<file path="src/rtl/aes_key_pkg.sv">
// Shared definitions for the AES key-expansion write side and its consumers.
// Key-length encodings, store geometry and the key_len -> last round index map.
package aes_key_pkg;

    localparam int NUM_RK = 15;
    localparam int KW     = 128;
    localparam int AW     = 4;

    localparam logic [1:0] KEY_LEN_NONE = 2'b00;
    localparam logic [1:0] KEY_LEN_128  = 2'b01;
    localparam logic [1:0] KEY_LEN_192  = 2'b10;
    localparam logic [1:0] KEY_LEN_256  = 2'b11;

    function automatic logic [AW-1:0] last_idx_of(input logic [1:0] key_len);
        logic [AW-1:0] idx;
        case (key_len)
            KEY_LEN_128: idx = 4'd10;
            KEY_LEN_192: idx = 4'd12;
            KEY_LEN_256: idx = 4'd14;
            default:     idx = 4'd0;
        endcase
        return idx;
    endfunction

endpackage

</file>
<file path="src/rtl/round_key_store.sv">
// Round-key store: captures subkeys from the expander and serves reads to the
// cipher datapath, stalling a read until its key has been written.
module round_key_store #(
    parameter int NUM_RK = aes_key_pkg::NUM_RK,
    parameter int KW     = aes_key_pkg::KW
) (
    input  logic          clk,
    input  logic          reset,
    input  logic [1:0]    key_len,
    input  logic          clr_valid,
    input  logic          wr_valid,
    input  logic [3:0]    wr_addr,
    input  logic [KW-1:0] wr_data,
    input  logic          rd_req,
    input  logic [3:0]    rd_addr,
    output logic          rd_ready,
    output logic          rd_valid,
    output logic [KW-1:0] rd_data,
    output logic          rd_err,
    output logic [3:0]    last_idx,
    output logic          keys_ready
);
    import aes_key_pkg::KEY_LEN_NONE;
    import aes_key_pkg::last_idx_of;

    typedef enum logic {RD_IDLE, RD_WAIT} rd_state_t;

    localparam logic [4:0] NUM_RK_W = 5'(NUM_RK);

    logic [KW-1:0]     mem [NUM_RK];
    logic [NUM_RK-1:0] vbit_reg;
    logic [NUM_RK-1:0] wr_sel;
    logic [NUM_RK-1:0] in_range;
    logic [15:0]       vbit_pad;

    logic [1:0]    key_len_reg;
    logic [3:0]    last_idx_reg;
    logic          keys_ready_reg;

    rd_state_t     state_reg, state_next;
    logic [3:0]    addr_reg, addr_next;
    logic          rd_valid_reg, rd_valid_next;
    logic          rd_err_reg, rd_err_next;
    logic [KW-1:0] rd_data_reg, rd_data_next;

    logic          wr_en;
    logic [3:0]    sel_addr;
    logic [3:0]    sel_idx;
    logic          fwd_hit;
    logic          stored_hit;
    logic          hit;
    logic          out_of_range;
    logic [KW-1:0] hit_data;
    logic          all_valid;

    assign wr_en = wr_valid && ({1'b0, wr_addr} < NUM_RK_W);

    always_ff @(posedge clk) begin
        if (wr_en) begin
            mem[wr_addr] <= wr_data;
        end
    end

    // A write in the same cycle as a clear keeps its bit: clear masks only the old state.
    genvar gi;
    generate
        for (gi = 0; gi < NUM_RK; gi++) begin : g_vbit
            assign wr_sel[gi]   = wr_en && (wr_addr == 4'(gi));
            assign in_range[gi] = (4'(gi) <= last_idx_reg);

            always_ff @(posedge clk) begin
                if (reset) begin
                    vbit_reg[gi] <= 1'b0;
                end else begin
                    vbit_reg[gi] <= wr_sel[gi] | (vbit_reg[gi] & ~clr_valid);
                end
            end
        end
    endgenerate

    assign all_valid = &(vbit_reg | ~in_range);
    assign vbit_pad  = 16'(vbit_reg);

    always_ff @(posedge clk) begin
        if (reset) begin
            key_len_reg    <= KEY_LEN_NONE;
            last_idx_reg   <= 4'd0;
            keys_ready_reg <= 1'b0;
        end else begin
            if (clr_valid) begin
                key_len_reg  <= key_len;
                last_idx_reg <= last_idx_of(key_len);
            end
            keys_ready_reg <= !clr_valid && (key_len_reg != KEY_LEN_NONE) && all_valid;
        end
    end

    // Lookup path shared by a fresh request and a parked one.
    assign sel_addr     = (state_reg == RD_IDLE) ? rd_addr : addr_reg;
    assign sel_idx      = ({1'b0, sel_addr} < NUM_RK_W) ? sel_addr : 4'd0;
    assign fwd_hit      = wr_en && (wr_addr == sel_addr);
    assign stored_hit   = !clr_valid && vbit_pad[sel_addr];
    assign hit          = fwd_hit || stored_hit;
    assign out_of_range = sel_addr > last_idx_reg;
    assign hit_data     = fwd_hit ? wr_data : mem[sel_idx];

    always_comb begin
        state_next    = state_reg;
        addr_next     = addr_reg;
        rd_valid_next = 1'b0;
        rd_err_next   = 1'b0;
        rd_data_next  = rd_data_reg;
        case (state_reg)
            RD_IDLE: begin
                if (rd_req) begin
                    if (out_of_range) begin
                        rd_valid_next = 1'b1;
                        rd_err_next   = 1'b1;
                        rd_data_next  = '0;
                    end else if (hit) begin
                        rd_valid_next = 1'b1;
                        rd_data_next  = hit_data;
                    end else begin
                        state_next = RD_WAIT;
                        addr_next  = rd_addr;
                    end
                end
            end
            RD_WAIT: begin
                // A clear parks the request one more cycle so it is judged against the new key length.
                if (!clr_valid) begin
                    if (out_of_range) begin
                        rd_valid_next = 1'b1;
                        rd_err_next   = 1'b1;
                        rd_data_next  = '0;
                        state_next    = RD_IDLE;
                    end else if (hit) begin
                        rd_valid_next = 1'b1;
                        rd_data_next  = hit_data;
                        state_next    = RD_IDLE;
                    end
                end
            end
            default: state_next = RD_IDLE;
        endcase
    end

    always_ff @(posedge clk) begin
        if (reset) begin
            state_reg    <= RD_IDLE;
            addr_reg     <= 4'd0;
            rd_valid_reg <= 1'b0;
            rd_err_reg   <= 1'b0;
            rd_data_reg  <= '0;
        end else begin
            state_reg    <= state_next;
            addr_reg     <= addr_next;
            rd_valid_reg <= rd_valid_next;
            rd_err_reg   <= rd_err_next;
            rd_data_reg  <= rd_data_next;
        end
    end

    assign rd_ready   = (state_reg == RD_IDLE);
    assign rd_valid   = rd_valid_reg;
    assign rd_err     = rd_err_reg;
    assign rd_data    = rd_data_reg;
    assign last_idx   = last_idx_reg;
    assign keys_ready = keys_ready_reg;

endmodule

</file>
<file path="config.mk">
export PLATFORM = sky130hd
export DESIGN_NAME = round_key_store
export DESIGN_NICKNAME = d
export VERILOG_FILES = /design/src/rtl/aes_key_pkg.sv /design/src/rtl/round_key_store.sv
export SDC_FILE = /design/constraint.sdc
export NUM_CORES = 2
export LEC_CHECK = 0
export CAP_MARGIN = 20
export CORE_MARGIN = 8
export CORE_UTILIZATION = 32
export DETAILED_ROUTE_END_ITERATION = 16
export RECOVER_POWER = 50
export SYNTH_ARGS = -nofsm -noshare
export SYNTH_HDL_FRONTEND = slang
export SYNTH_SLANG_ARGS = --single-unit
</file>
<file path="constraint.sdc">
create_clock -name clk -period 28.6 [get_ports clk]
set_input_delay 8.58 -clock clk [delete_from_list [all_inputs] [get_ports clk]]
set_output_delay 8.58 -clock clk [all_outputs]
set_load 0.05 [all_outputs]
</file>
; ---- Word-level counts from Yosys, hierarchy flattened
; Memory sizes are Yosys's and may differ from the RTL's.
; Index checks and enable logic that the tools add are counted.
[classes]
n_reduce_logical = 27
eq_ne = 20
n_bitwise = 36
magnitude_cmp = 19
muxes = 27
[ops]
columns = cell, count
row1 = two-way mux 128 bit, 5
row2 = case mux 128 bit (2 select lines), 1
row3 = "equality test 4 bit, second input constant", 7
row4 = "<= comparator 4 bit, first input constant", 7
row5 = logical AND 1 bit, 20
row6 = "equality test 4 x 3 -> 1 bit, second input constant", 4
row7 = "<= comparator 3 x 4 -> 1 bit, first input constant", 4
row8 = AND 1 bit, 15
row9 = inverter 15 bit, 1
row10 = OR 1 bit, 15
row11 = OR 15 bit, 1
row12 = AND reduction 15 bit, 1
row13 = two-way mux 1 bit, 14
row14 = case mux 4 bit (3 select lines), 1
row15 = "equality test 4 x 2 -> 1 bit, second input constant", 2
row16 = "<= comparator 1 x 4 -> 1 bit, first input constant", 2
row17 = "<= comparator 2 x 4 -> 1 bit, first input constant", 2
row18 = "less-than comparator 4 bit, second input constant", 2
row19 = two-way mux 4 bit, 2
row20 = case mux 1 bit (2 select lines), 3
row21 = "less-than comparator 4 x 5 -> 1 bit, second input constant", 1
row22 = binary-select mux 1 bit (select 4 bit), 1
row23 = "equality test 2 bit, second input constant", 2
row24 = "equality test 4 x 1 -> 1 bit, second input constant", 1
row25 = 11 further kinds, 15
[word_totals]
mem_count = 1
word_cells = 153
in_bits = 143
ram_bits = 1920
output_inout_bits = 136
register_bits = 157
[memory_table]
columns = memory, depth, width, read_ports, rd_clocked_by_memory_dff, write_ports, line
row1 = mem, 15, 128, 1, 0, 1, round_key_store.sv:30  ; logic [KW-1:0] mem [NUM_RK];

; ---- Depth between registers and ports, before layout
[logic_depth]
ltp_word = 9
mapped_depth = 15
mapped_depth_nobuf = 9

; ---- Worst setup path after synthesis
; Ideal clock, no wire load.
[synth_path]
path_type = in2reg
from = input port wr_addr[0]
to = memory mem[1][0], enable pin
path_buffers = 1
required_ps = 27982
setup_slack_ps = 13652
t_arrival_ps = 14330
cell_stages = 3
setup_ps = 618
path_cell_list = clkbuf_1 > nand2b_1 > nor2_1
[synth_between]
elab_chain_cells = 4
[synth_lines]
columns = element, line
row1 = start: declaration, round_key_store.sv:12  ; input logic [3:0] wr_addr,
row2 = less-than comparator 4 bit, round_key_store.sv:56  ; assign wr_en = wr_valid && ({1'b0, wr_addr} < NUM_RK_W);
row3 = logical AND 1 bit, round_key_store.sv:56
row4 = two-way mux 1 bit, round_key_store.sv:59  ; if (wr_en) begin
row5 = two-way mux 1 bit (not written as such), round_key_store.sv:60  ; mem[wr_addr] <= wr_data;
row6 = end: declaration, round_key_store.sv:30
; Several ways; a longest one is shown, not always the timed one.

; ---- Worst setup path after layout
[layout_path]
from = input port wr_addr[3]
to = memory mem[3][60], enable pin
; Same word-level chain as after synthesis.

==> results.txt <==
core box area - 254000 um^2
Slew Limit Fails - 209
initial antenna violation count - 82
most frequent cells in the layout - 1920 x edfxtp_1, 1187 x nand2_1, 546 x a21oi_1, 212 x clkbuf_16, 208 x o21ai_0
row count - 185
vias per cell - 5.50
GP Congestion - 0.766
via count - 53200
Synth async-reset ratio - 0%
peak supply drop - 0.0620 mV
max-cap violation count - 6
area delta synth->final - 16.2%
# IOs - 279
skew final - 41.9 ps
htree depth - 4
fin worst setup slack - 14160 ps
Min-Delay Path Class - flip-flop to flip-flop
met2 wire length - 119000 um
Avg Inst Size Synth - 13.7 um^2
GRT overflow - 0
crit-path cells - dlygate4sd3_1 -> nor2_1 -> nand4_1 -> clkinvlp_2 -> buf_4 -> buf_4
CTS tree - built
largest net degree at the start of global routing - 149
Largest register FFs - 1920
Worst Hold Depth - 1
crit-path max FO - 56
pre-CTS setup slack - 14720 ps
Detailed Routing Iterations Pass 1 - 6
post-CTS setup buffer count - 0
DRT met1 WL - 108000 um
Worst setup EP type - flip-flop
Arr. time, crit path - 14920 ps
Mapped Area - 81600 um^2
clk root buf - clkbuf_16
Ys Warns - 0
cell repeated most along the worst path - buf_4
crit share post-route - 50.5%
worst r2r src - state_reg$_SDFF_PP0_
placed cells - 9245
Worst R2R End - rd_data[103]$_SDFFE_PP0P_
Reg2Reg Depth - 11
count of cell types in the netlist - 59
nets@finish - 6239
Hold Path End - rd_data[106]$_SDFFE_PP0P_
Syn Nets - 6106
WL/cell - 26.5 um
Final HPWL DP - 131000 um
Seq cells post-synth - 2076
Power Density - 75.3 nW/um^2
reg2reg setup slack - 22780 ps
hold buffers post-CTS - 0
Top FF cell, synth - edfxtp_1
commonest non-fill, non-tap cell in the layout - edfxtp_1
hold slack - 467 ps
P_leak - 30.6 nW
post-cts gate resize count - 0
relative slew slack - -186%
RSZ-0062 raised after global routing - false
Post-DRT Antenna Nets - 0
drt total wl - 256000 um
multi-input logic area - 18900 um^2
FF/Latch Area - 60800 um^2
fmax - 69.3 MHz
Initial Util - 32.1%
Die Y-Extent - 521 um
fillcell total - 23800
vias in the first global route - 51700
Post-synth EDFFs - 1920
Worst setup SP type - input pin
clk slew on worst S/H paths - 60 ps
Final Critical Period - 14440 ps
Final Setup Violations - 0
TNS Setup - 0 ps
Hold Startpoint - rd_data[106]$_SDFFE_PP0P_
DRC viols - 0
Die Footprint - 271000 um^2
Synth Instances - 5960
fraction of layout cells with a size suffix above 1 - 7.98%
initial drt markers - 5620
Die X - 521 um
CTS sink count - 2076
CTS Buf Count - 210
Clock Latency Late Sink - 860 ps
clock buffer depth - 3
failing checks - capacitance limit, slew limit
Crit path largest cell delay - 3170 ps
met3 wire length - 21600 um
Final Non-Filler Cells - 9674
Seq/Total Area, Yosys - 74.5%
port bufs - 277
first-pass GRT wire length - 369000 um
Max stage delay cell, worst path - clkinvlp_2
critical path type - input pin to flip-flop
GRT Total Usage - 18.1%
outcome - finished, violations left
WP data required - 29080 ps
final core utilization - 37.4%
highest routed layer - met5
Slew @ Worst Pin - 4260 ps
Hold Vio Cnt, Final - 0
cell type report:
type	count	area share, %
flip-flops and latches	2076	64.1
multi-input cells	3403	20.0
clock buffers	281	6.09
well taps	3366	4.44
repair buffers	391	3.95
clock inverters	115	1.26
diodes	31	0.0818
inverters	11	0.0673
metrics by stage:
stage                     total power, mW  cell area (um^2)
after floorplan                      4.08             81600
after global routing                 7.38             94700
after global placement               4.43             87700
final                                7.14             94800
after detailed placement             4.45             87700
after CTS                            7.19             94700
cells in the mapped netlist (75+ instances only):
cell type	number	area share, %
edfxtp_1	1920	71
a221oi_1	147	1.6
o22ai_1	109	0.84
o21ai_0	208	1.3
nand3_1	112	0.69
dfxtp_1	156	3.8
a22oi_1	81	0.75
a22o_1	105	1.1
nor2_1	183	0.84
a211oi_1	154	1.4
a311oi_1	87	0.93
a31oi_1	75	0.58
clkbuf_1	276	1.3
o31ai_1	75	0.69
nand2_1	1190	5.5
buf_2	123	0.75
a21oi_1	548	3.4
where the power goes:
group / internal [mW] / switching [mW] / total [mW]
clock: 1.58 / 1.18 / 2.76
combinational: 0.277 / 0.691 / 0.967
sequential: 3.39 / 0.0287 / 3.41
cells by family (layout without fill, tap and decap cells):
group | count (synthesis) | count (layout) | synth area share, %
fa+ha+maj | 3 | 3 | 0.0460
other cells | 1 | 32 | 0.00460
mux | 94 | 94 | 1.25
compound gates | 1673 | 1673 | 13.5
xor+xnor | 3 | 3 | 0.0322
flops | 2076 | 2076 | 74.5
buf+inv | 481 | 798 | 2.48
simple gates | 1629 | 1629 | 8.14
worst max-delay path by stage:
stage / start / endpoint / slack [ps] / cells after the start
2_1_floorplan: wr_addr[0] / mem[1][0]$_DFFE_PP_ / 13650 / 3
3_3_place_gp: rd_addr[0] / rd_data[103]$_SDFFE_PP0P_ / 14730 / 12
3_5_place_dp: rd_addr[0] / rd_data[103]$_SDFFE_PP0P_ / 14720 / 12
4_1_cts: rd_addr[0] / rd_data[103]$_SDFFE_PP0P_ / 15600 / 12
5_1_grt: wr_addr[3] / mem[3][60]$_DFFE_PP_ / 13970 / 6
6_report: wr_addr[3] / mem[3][60]$_DFFE_PP_ / 14160 / 6
worst max-delay path: cells and delay by family:
kind | cells | cell delay (ps)
simple gates | 2 | 260
buf+inv | 4 | 5960
per-layer routing:
metal / GRT usage [%] / vias up
met5: 0 / -
met4: 5.68 / 14
met3: 3.58 / 456
met2: 28.9 / 2433
met1: 25.1 / 27200
li1: - / 23200
Note: power is estimated with default switching activity, not from simulation.
